### config.mk
export PLATFORM = sky130hd
export DESIGN_NAME = ctrl_cmd_rx_flat
export DESIGN_NICKNAME = d
export VERILOG_FILES = /design/src/rtl/ctrl_cmd_rx_pkg.sv /design/src/rtl/ctrl_cmd_rx_if.sv /design/src/rtl/ctrl_cmd_rx_deser.sv /design/src/rtl/ctrl_cmd_rx.sv /design/src/flat_wrapper.sv
export SDC_FILE = /design/constraint.sdc
export NUM_CORES = 1
export LEC_CHECK = 0
export ABC_AREA = 0
export ABC_CLOCK_PERIOD_IN_PS = 2200
export CORE_ASPECT_RATIO = 0.8
export CORE_MARGIN = 2
export CORE_UTILIZATION = 54
export CTS_BUF_LIST = sky130_fd_sc_hd__clkbuf_16
export DETAILED_ROUTE_END_ITERATION = 8
export PLACE_DENSITY = 0.77
export SETUP_SLACK_MARGIN = 0.4
export SYNTH_ARGS = -nofsm -noshare
export SYNTH_HDL_FRONTEND = slang
export SYNTH_SLANG_ARGS = --single-unit
export TNS_END_PERCENT = 1
### constraint.sdc
create_clock -name clk -period 2.2 [get_ports clk]
set_input_delay 0.44 -clock clk [delete_from_list [all_inputs] [get_ports clk]]
set_output_delay 0.44 -clock clk [all_outputs]
set_load 0.02 [all_outputs]
### src/rtl/ctrl_cmd_rx_pkg.sv
// ----------------------------------------------------------------------------
// ctrl_cmd_rx_pkg
// Shared constants, command-word field positions and the deserialiser state
// type used by the sys_ctrl command receiver and its sub-module.
// No ports (package).
// ----------------------------------------------------------------------------
package ctrl_cmd_rx_pkg;

    localparam logic [3:0] CMD_MARKER  = 4'hF;
    localparam logic [3:0] ADDR_BCAST  = 4'hF;
    localparam logic [3:0] OP_RESET    = 4'h0;
    localparam logic [3:0] OP_ADC_READ = 4'h2;

    localparam int MARKER_HI = 31;
    localparam int MARKER_LO = 28;
    localparam int ADDR_HI   = 27;
    localparam int ADDR_LO   = 24;
    localparam int OP_HI     = 23;
    localparam int OP_LO     = 20;

    typedef enum logic [1:0] {
        DESER_IDLE,
        DESER_DATA,
        DESER_STOP
    } deserState_e;

    // A word is for us when it carries our address or the broadcast address.
    function automatic logic addrMatch(input logic [3:0] addr, input logic [3:0] moduleId);
        return (addr == moduleId) || (addr == ADDR_BCAST);
    endfunction

endpackage

### src/rtl/ctrl_cmd_rx_if.sv
// ----------------------------------------------------------------------------
// ctrl_cmd_rx_if
// Valid/ready handshake carrying accepted command words from the receiver
// to the front-end controller.
//   cmd_data  : accepted command word (LENGTH bits)
//   cmd_valid : cmd_data valid, held until cmd_ready
//   cmd_ready : consumer accepts when cmd_valid & cmd_ready
// master = receiver side, slave = controller side.
// ----------------------------------------------------------------------------
interface ctrl_cmd_rx_if #(
    parameter int LENGTH = 32
);

    logic [LENGTH-1:0] cmd_data;
    logic              cmd_valid;
    logic              cmd_ready;

    modport master (
        output cmd_data,
        output cmd_valid,
        input  cmd_ready
    );

    modport slave (
        input  cmd_data,
        input  cmd_valid,
        output cmd_ready
    );

endinterface

### src/rtl/ctrl_cmd_rx_deser.sv
// ----------------------------------------------------------------------------
// ctrl_line_deser
// Synchronises the serial sys_ctrl line and deserialises start/data/stop
// frames (start 0, LENGTH bits MSB first, stop 1, no idle gap required).
// Ports:
//   clk        : system clock, one line bit per cycle
//   rst_n      : asynchronous active-low reset
//   ctrl_i     : raw serial line (idles high)
//   word_o     : last deserialised word (stable until the next frame shifts)
//   wordOk_o   : one-cycle strobe, good stop bit and marker nibble
//   wordBad_o  : one-cycle strobe, bad stop bit or bad marker nibble
// ----------------------------------------------------------------------------
module ctrl_line_deser
    import ctrl_cmd_rx_pkg::*;
#(
    parameter int LENGTH = 32
) (
    input  logic              clk,
    input  logic              rst_n,
    input  logic              ctrl_i,
    output logic [LENGTH-1:0] word_o,
    output logic              wordOk_o,
    output logic              wordBad_o
);

    localparam int CNT_W = $clog2(LENGTH);

    logic              sync1_q;
    logic              sync2_q;
    logic              lineBit;
    deserState_e       state_q, state_d;
    logic [CNT_W-1:0]  bitCnt_q, bitCnt_d;
    logic [LENGTH-1:0] shift_q, shift_d;
    logic              wordOk_q, wordOk_d;
    logic              wordBad_q, wordBad_d;

    assign lineBit = sync2_q;

    // Two-flop synchroniser; resets to the idle level so reset release
    // can never look like a start bit.
    always_ff @(posedge clk or negedge rst_n) begin
        if (!rst_n) begin
            sync1_q <= 1'b1;
            sync2_q <= 1'b1;
        end else begin
            sync1_q <= ctrl_i;
            sync2_q <= sync1_q;
        end
    end

    always_ff @(posedge clk or negedge rst_n) begin
        if (!rst_n) begin
            state_q   <= DESER_IDLE;
            bitCnt_q  <= '0;
            shift_q   <= '0;
            wordOk_q  <= 1'b0;
            wordBad_q <= 1'b0;
        end else begin
            state_q   <= state_d;
            bitCnt_q  <= bitCnt_d;
            shift_q   <= shift_d;
            wordOk_q  <= wordOk_d;
            wordBad_q <= wordBad_d;
        end
    end

    // In STOP a 0 is a framing error and goes back to IDLE without being
    // taken as the next start bit.
    always_comb begin
        state_d   = state_q;
        bitCnt_d  = bitCnt_q;
        shift_d   = shift_q;
        wordOk_d  = 1'b0;
        wordBad_d = 1'b0;
        case (state_q)
            DESER_IDLE: begin
                if (!lineBit) begin
                    state_d  = DESER_DATA;
                    bitCnt_d = '0;
                end
            end
            DESER_DATA: begin
                shift_d  = {shift_q[LENGTH-2:0], lineBit};
                bitCnt_d = bitCnt_q + 1'b1;
                if (bitCnt_q == CNT_W'(LENGTH - 1)) begin
                    state_d = DESER_STOP;
                end
            end
            DESER_STOP: begin
                state_d = DESER_IDLE;
                if (lineBit && (shift_q[MARKER_HI:MARKER_LO] == CMD_MARKER)) begin
                    wordOk_d = 1'b1;
                end else begin
                    wordBad_d = 1'b1;
                end
            end
            default: begin
                state_d = DESER_IDLE;
            end
        endcase
    end

    assign word_o    = shift_q;
    assign wordOk_o  = wordOk_q;
    assign wordBad_o = wordBad_q;

endmodule

### src/rtl/ctrl_cmd_rx.sv
// ----------------------------------------------------------------------------
// ctrl_cmd_rx
// Front-end command receiver: deserialises sys_ctrl, filters by address,
// turns the reset opcode into a stretched rst_req and queues all other
// commands in a one-deep holding register.
// Ports:
//   clk        : system clock, one line bit per cycle
//   rst_n      : asynchronous active-low reset
//   module_id  : this front-end's address
//   ctrl       : serial command line (idles high)
//   cmd        : valid/ready command output (master modport)
//   rst_req    : soft-reset request, RST_CYCLES long
//   frame_err  : saturating count of bad stop bits / bad marker nibbles
//   ovf_err    : saturating count of words dropped on a full holding reg
// ----------------------------------------------------------------------------
module ctrl_cmd_rx
    import ctrl_cmd_rx_pkg::*;
#(
    parameter int LENGTH     = 32,
    parameter int RST_CYCLES = 16,
    parameter int ERR_W      = 8
) (
    input  logic             clk,
    input  logic             rst_n,
    input  logic [3:0]       module_id,
    input  logic             ctrl,
    ctrl_cmd_rx_if.master    cmd,
    output logic             rst_req,
    output logic [ERR_W-1:0] frame_err,
    output logic [ERR_W-1:0] ovf_err
);

    localparam int RST_W = $clog2(RST_CYCLES + 1);

    logic [LENGTH-1:0] word;
    logic              wordOk;
    logic              wordBad;
    logic              addrHit;
    logic              isReset;
    logic              loadWord;
    logic              accept;

    logic [LENGTH-1:0] cmdData_q, cmdData_d;
    logic              cmdValid_q, cmdValid_d;
    logic [RST_W-1:0]  rstCnt_q, rstCnt_d;
    logic [ERR_W-1:0]  frameErr_q, frameErr_d;
    logic [ERR_W-1:0]  ovfErr_q, ovfErr_d;

    ctrl_line_deser #(
        .LENGTH (LENGTH)
    ) u_deser (
        .clk       (clk),
        .rst_n     (rst_n),
        .ctrl_i    (ctrl),
        .word_o    (word),
        .wordOk_o  (wordOk),
        .wordBad_o (wordBad)
    );

    assign addrHit  = wordOk && addrMatch(word[ADDR_HI:ADDR_LO], module_id);
    assign isReset  = addrHit && (word[OP_HI:OP_LO] == OP_RESET);
    assign loadWord = addrHit && (word[OP_HI:OP_LO] != OP_RESET);
    assign accept   = cmdValid_q && cmd.cmd_ready;

    always_ff @(posedge clk or negedge rst_n) begin
        if (!rst_n) begin
            cmdData_q  <= '0;
            cmdValid_q <= 1'b0;
            rstCnt_q   <= '0;
            frameErr_q <= '0;
            ovfErr_q   <= '0;
        end else begin
            cmdData_q  <= cmdData_d;
            cmdValid_q <= cmdValid_d;
            rstCnt_q   <= rstCnt_d;
            frameErr_q <= frameErr_d;
            ovfErr_q   <= ovfErr_d;
        end
    end

    // A new word may replace the held one in the same cycle it is accepted;
    // it is only dropped when the held word is still waiting.
    always_comb begin
        cmdData_d  = cmdData_q;
        cmdValid_d = cmdValid_q;
        rstCnt_d   = rstCnt_q;
        frameErr_d = frameErr_q;
        ovfErr_d   = ovfErr_q;

        if (loadWord) begin
            if (cmdValid_q && !cmd.cmd_ready) begin
                if (ovfErr_q != '1) begin
                    ovfErr_d = ovfErr_q + 1'b1;
                end
            end else begin
                cmdData_d  = word;
                cmdValid_d = 1'b1;
            end
        end else if (accept) begin
            cmdValid_d = 1'b0;
        end

        if (wordBad && (frameErr_q != '1)) begin
            frameErr_d = frameErr_q + 1'b1;
        end

        if (isReset) begin
            rstCnt_d = RST_W'(RST_CYCLES);
        end else if (rstCnt_q != '0) begin
            rstCnt_d = rstCnt_q - 1'b1;
        end
    end

    assign cmd.cmd_data  = cmdData_q;
    assign cmd.cmd_valid = cmdValid_q;
    assign rst_req       = (rstCnt_q != '0);
    assign frame_err     = frameErr_q;
    assign ovf_err       = ovfErr_q;

endmodule

### src/flat_wrapper.sv
// flat-port wrapper written by rule: the top's interface ports become plain ports
module ctrl_cmd_rx_flat import ctrl_cmd_rx_pkg::*;
#(
    parameter int LENGTH     = 32,
    parameter int RST_CYCLES = 16,
    parameter int ERR_W      = 8
)
  (clk, rst_n, module_id, ctrl, rst_req, frame_err, ovf_err, cmd_cmd_data, cmd_cmd_valid, cmd_cmd_ready);
  ctrl_cmd_rx_if #(.LENGTH(LENGTH)) cmd_i ();
  input  logic clk;
  input  logic rst_n;
  input  logic [3:0] module_id;
  input  logic ctrl;
  output logic rst_req;
  output logic [ERR_W-1:0] frame_err;
  output logic [ERR_W-1:0] ovf_err;
  output wire logic [$bits(cmd_i.cmd_data)-1:0] cmd_cmd_data;
  output wire logic [$bits(cmd_i.cmd_valid)-1:0] cmd_cmd_valid;
  input wire logic [$bits(cmd_i.cmd_ready)-1:0] cmd_cmd_ready;
  assign cmd_cmd_data = cmd_i.cmd_data;
  assign cmd_cmd_valid = cmd_i.cmd_valid;
  assign cmd_i.cmd_ready = cmd_cmd_ready;
  ctrl_cmd_rx #(.LENGTH(LENGTH), .RST_CYCLES(RST_CYCLES), .ERR_W(ERR_W)) u_core (.clk(clk), .rst_n(rst_n), .module_id(module_id), .ctrl(ctrl), .cmd(cmd_i), .rst_req(rst_req), .frame_err(frame_err), .ovf_err(ovf_err));
endmodule
==> impl_metrics.tcl <==
set metrics [dict create \
    rrSetupSlack_ns 0.25 \
    hold_viol_final 0 \
    design.core.area_mm2 0.007322 \
    synthCells 274 \
    reg2reg_from "u_core.frame_err[0]" \
    end_kind "output port" \
    multi_input_area_mm2 0.001585 \
    vias 2414 \
    drc 0 \
    synth_top_area_cell "dfrtp_1" \
    cts_hold_buf 0 \
    endpoint "rst_req" \
    synth-seq-cells 97 \
    cts.sinks 97 \
    max_stage_delay_ns 0.39 \
    synth_area_mm2 0.004050 \
    fmax_mhz 489.9 \
    worst_pin_slew_ns 0.5831 \
    netlist_top_cells_count "dfrtp_1 (95), mux2_2 (36), mux2_4 (31), xor2_1 (12), nand2_1 (9)" \
    worstSetupPathType "flip-flop to output port" \
    startpoint "u_core.rstCnt_q[0]" \
    ir_drop_v 0.0005924 \
    fin_area_mm2 0.005192 \
    drive_above_1_share 0.3212 \
    grt_pass1_vias 2469 \
    fin_tns_setup_ns 0 \
    cts_tree "done" \
    area_delta_synth_final_pct 28.21 \
    ant_nets 0 \
    critPathBufInv 3 \
    drt_iter0_markers 64 \
    reg2reg_depth 5 \
    place.gp.congestion 0.7874 \
    setup_violations 0 \
    clockRootBuffer "clkbuf_16" \
    rows 28 \
    diodes 0 \
    routed_wl_um 7454 \
    p_leak_nw 2.479 \
    first_pass_iters 4 \
    setup_slack_ns 0.1589 \
    cap_violations 0 \
    start_util 0.5531 \
    avgSynthCellArea_um2 14.78 \
    fin_hold_ws_ns 0.06903 \
    fin_util 0.7092 \
    numPlacedInstances 428 \
    min_period_over_period 0.9278 \
    outcome "complete, no violations" \
    cts_made_buffers 9 \
    synth_top_cells_by_area "dfrtp_1 (59%), mux2_4 (11%), mux2_2 (10%), xor2_1 (2.6%), xnor2_1 (1.7%)" \
    instances_no_fill 448 \
    port-buffer-count 57 \
    die_w_um 100.8 \
    cp_cell_sequence "inv_2 -> ha_4 -> or3b_4 -> nor2_4 -> inv_2 -> buf_6" \
    antenna_found_initial 0 \
    rsz0062_at_grt "true" \
    nFillCells 497 \
    clk_pin_slew_ns 0.07 \
    cp.required_ns 1.76 \
    clk_latency_ns 0.33 \
    place_area_mm2 0.004836 \
    synth_edf_count 0 \
    viasPerCell 5.388 \
    syn_nets 287 \
    dieArea_mm2 0.008213 \
    dp_hpwl_um 4912 \
    synth.distinct_cells 36 \
    path_max_fanout 2 \
    slew_headroom 0.6062 \
    crit_top_cell "inv_2" \
    place_ws_ns -0.1955 \
    synth_warnings 0 \
    maxSlewViolCount 0 \
    grt_pass1_wl_um 12580 \
    grt_overflow_total 0 \
    htreeDepth 3 \
    powerDensity_mw_per_mm2 953.1 \
    synth.top_cell.area_share 0.5870 \
    crit_path_top_delay_cell "dfrtp_1" \
    critical_path_arrival_ns 1.60 \
    hold_path_class "input port to async pin" \
    grt_max_degree 41 \
    final_nets 366 \
    cp_top_family "simple AND/OR/NAND/NOR gates" \
    dieHeight_um 81.46 \
    ys.flop_type "dfrtp_1" \
    yosysMostFrequentCell "dfrtp_1" \
    async_flop_share 1.000 \
    r2r-end "u_core.frame_err[4]" \
    seq_area_frac_synth 0.5999 \
    boundaryPins 58 \
    cp_num_cells 6 \
    seqCellArea_mm2 0.002430 \
    skew_ns 0.007685 \
    p_total_mw 4.949 \
    grtUsageTotal 0.2013 \
    start_kind "flip-flop" \
    clock_path_buffers 2 \
    routedWlPerCell_um 16.64 \
    min_period_ns 2.041 \
]
[kinds of logic (layout without fill, tap and decap cells)]
logic type               Yosys count  in the layout  share of synthesized area
AO/OA/AOI/OAI                     15             15                    0.02873
AND/OR/NAND/NOR                   56             56                    0.07754
adder cells (fa/ha/maj)            5              5                    0.01545
XOR/XNOR                          20             20                    0.04325
multiplexers                      68             68                     0.2175
flip-flops                        97             97                     0.5999
buffers and inverters             13             97                    0.01761
[state kept, by name, summed over array words and instances, names as in the netlist, 2 cells and up]
signal                   count
u_core.u_deser.bitCnt_q      5
u_core.u_deser.state_q       2
u_core.rstCnt_q              5
u_core.u_deser.word_o       32
u_core.cmd.cmd_data         32
u_core.ovf_err               8
u_core.frame_err             8
[power by group]
group / internal (mW) / switching, mW / leakage (nW)
combinational: 0.594 / 0.407 / 1.08
clock: 0.881 / 0.661 / 0.149
sequential: 2.11 / 0.298 / 1.25
[layout by cell type (no fill, tap or decap), types with 3 or more instances in the layout]
cell type	synthesis	final
dfrtp_1	95	95
clkdlybuf4s50_1	0	55
mux2_2	36	36
mux2_4	31	31
buf_4	0	17
xor2_1	12	12
nand2_1	9	9
clkbuf_16	0	9
nand3_1	8	8
xnor2_1	8	8
nor3_1	6	6
nand4_1	6	6
and3_1	5	5
nor2_1	7	5
inv_1	5	4
ha_1	5	4
inv_2	0	3
a21oi_1	3	3
buf_12	0	3
[worst min-delay path by stage]
stage                      startpoint                endpoint  slack, ns
3_5_place_dp   u_core.u_deser.sync1_q  u_core.u_deser.lineBit       0.35
6_report                        rst_n      u_core.rstCnt_q[1]       0.07
3_3_place_gp   u_core.u_deser.sync1_q  u_core.u_deser.lineBit       0.35
4_1_cts                         rst_n      u_core.rstCnt_q[1]       0.08
2_1_floorplan                   rst_n  u_core.cmd.cmd_data[0]       0.14
5_1_grt                         rst_n      u_core.rstCnt_q[1]       0.10
[routing by layer]
layer  GRT usage  part of all wire
met4     0.05068             0.010
met1      0.2902              0.49
met3     0.06128             0.031
met5           0                 0
met2      0.3020              0.47
[layout make-up]
type                            instances  area share
Clock buffer                            9     0.04337
Clock inverter                          7     0.01373
Inverter                                5    0.003614
Multi-Input combinational cell        164      0.3053
Sequential cell                        97      0.4680
Tap cell                               90     0.02169
Timing Repair Buffer                   76      0.1443
[repair_timing]
| item | in CTS | in global routing |
|---|---|---|
| endpoints found under the setup margin | 58 | 84 |
| setup buffers | 2 | 2 |
| pin swaps | 2 | 3 |
| resized for setup | 14 | 1 |
No activity file was read; power rests on OpenSTA's default activity.
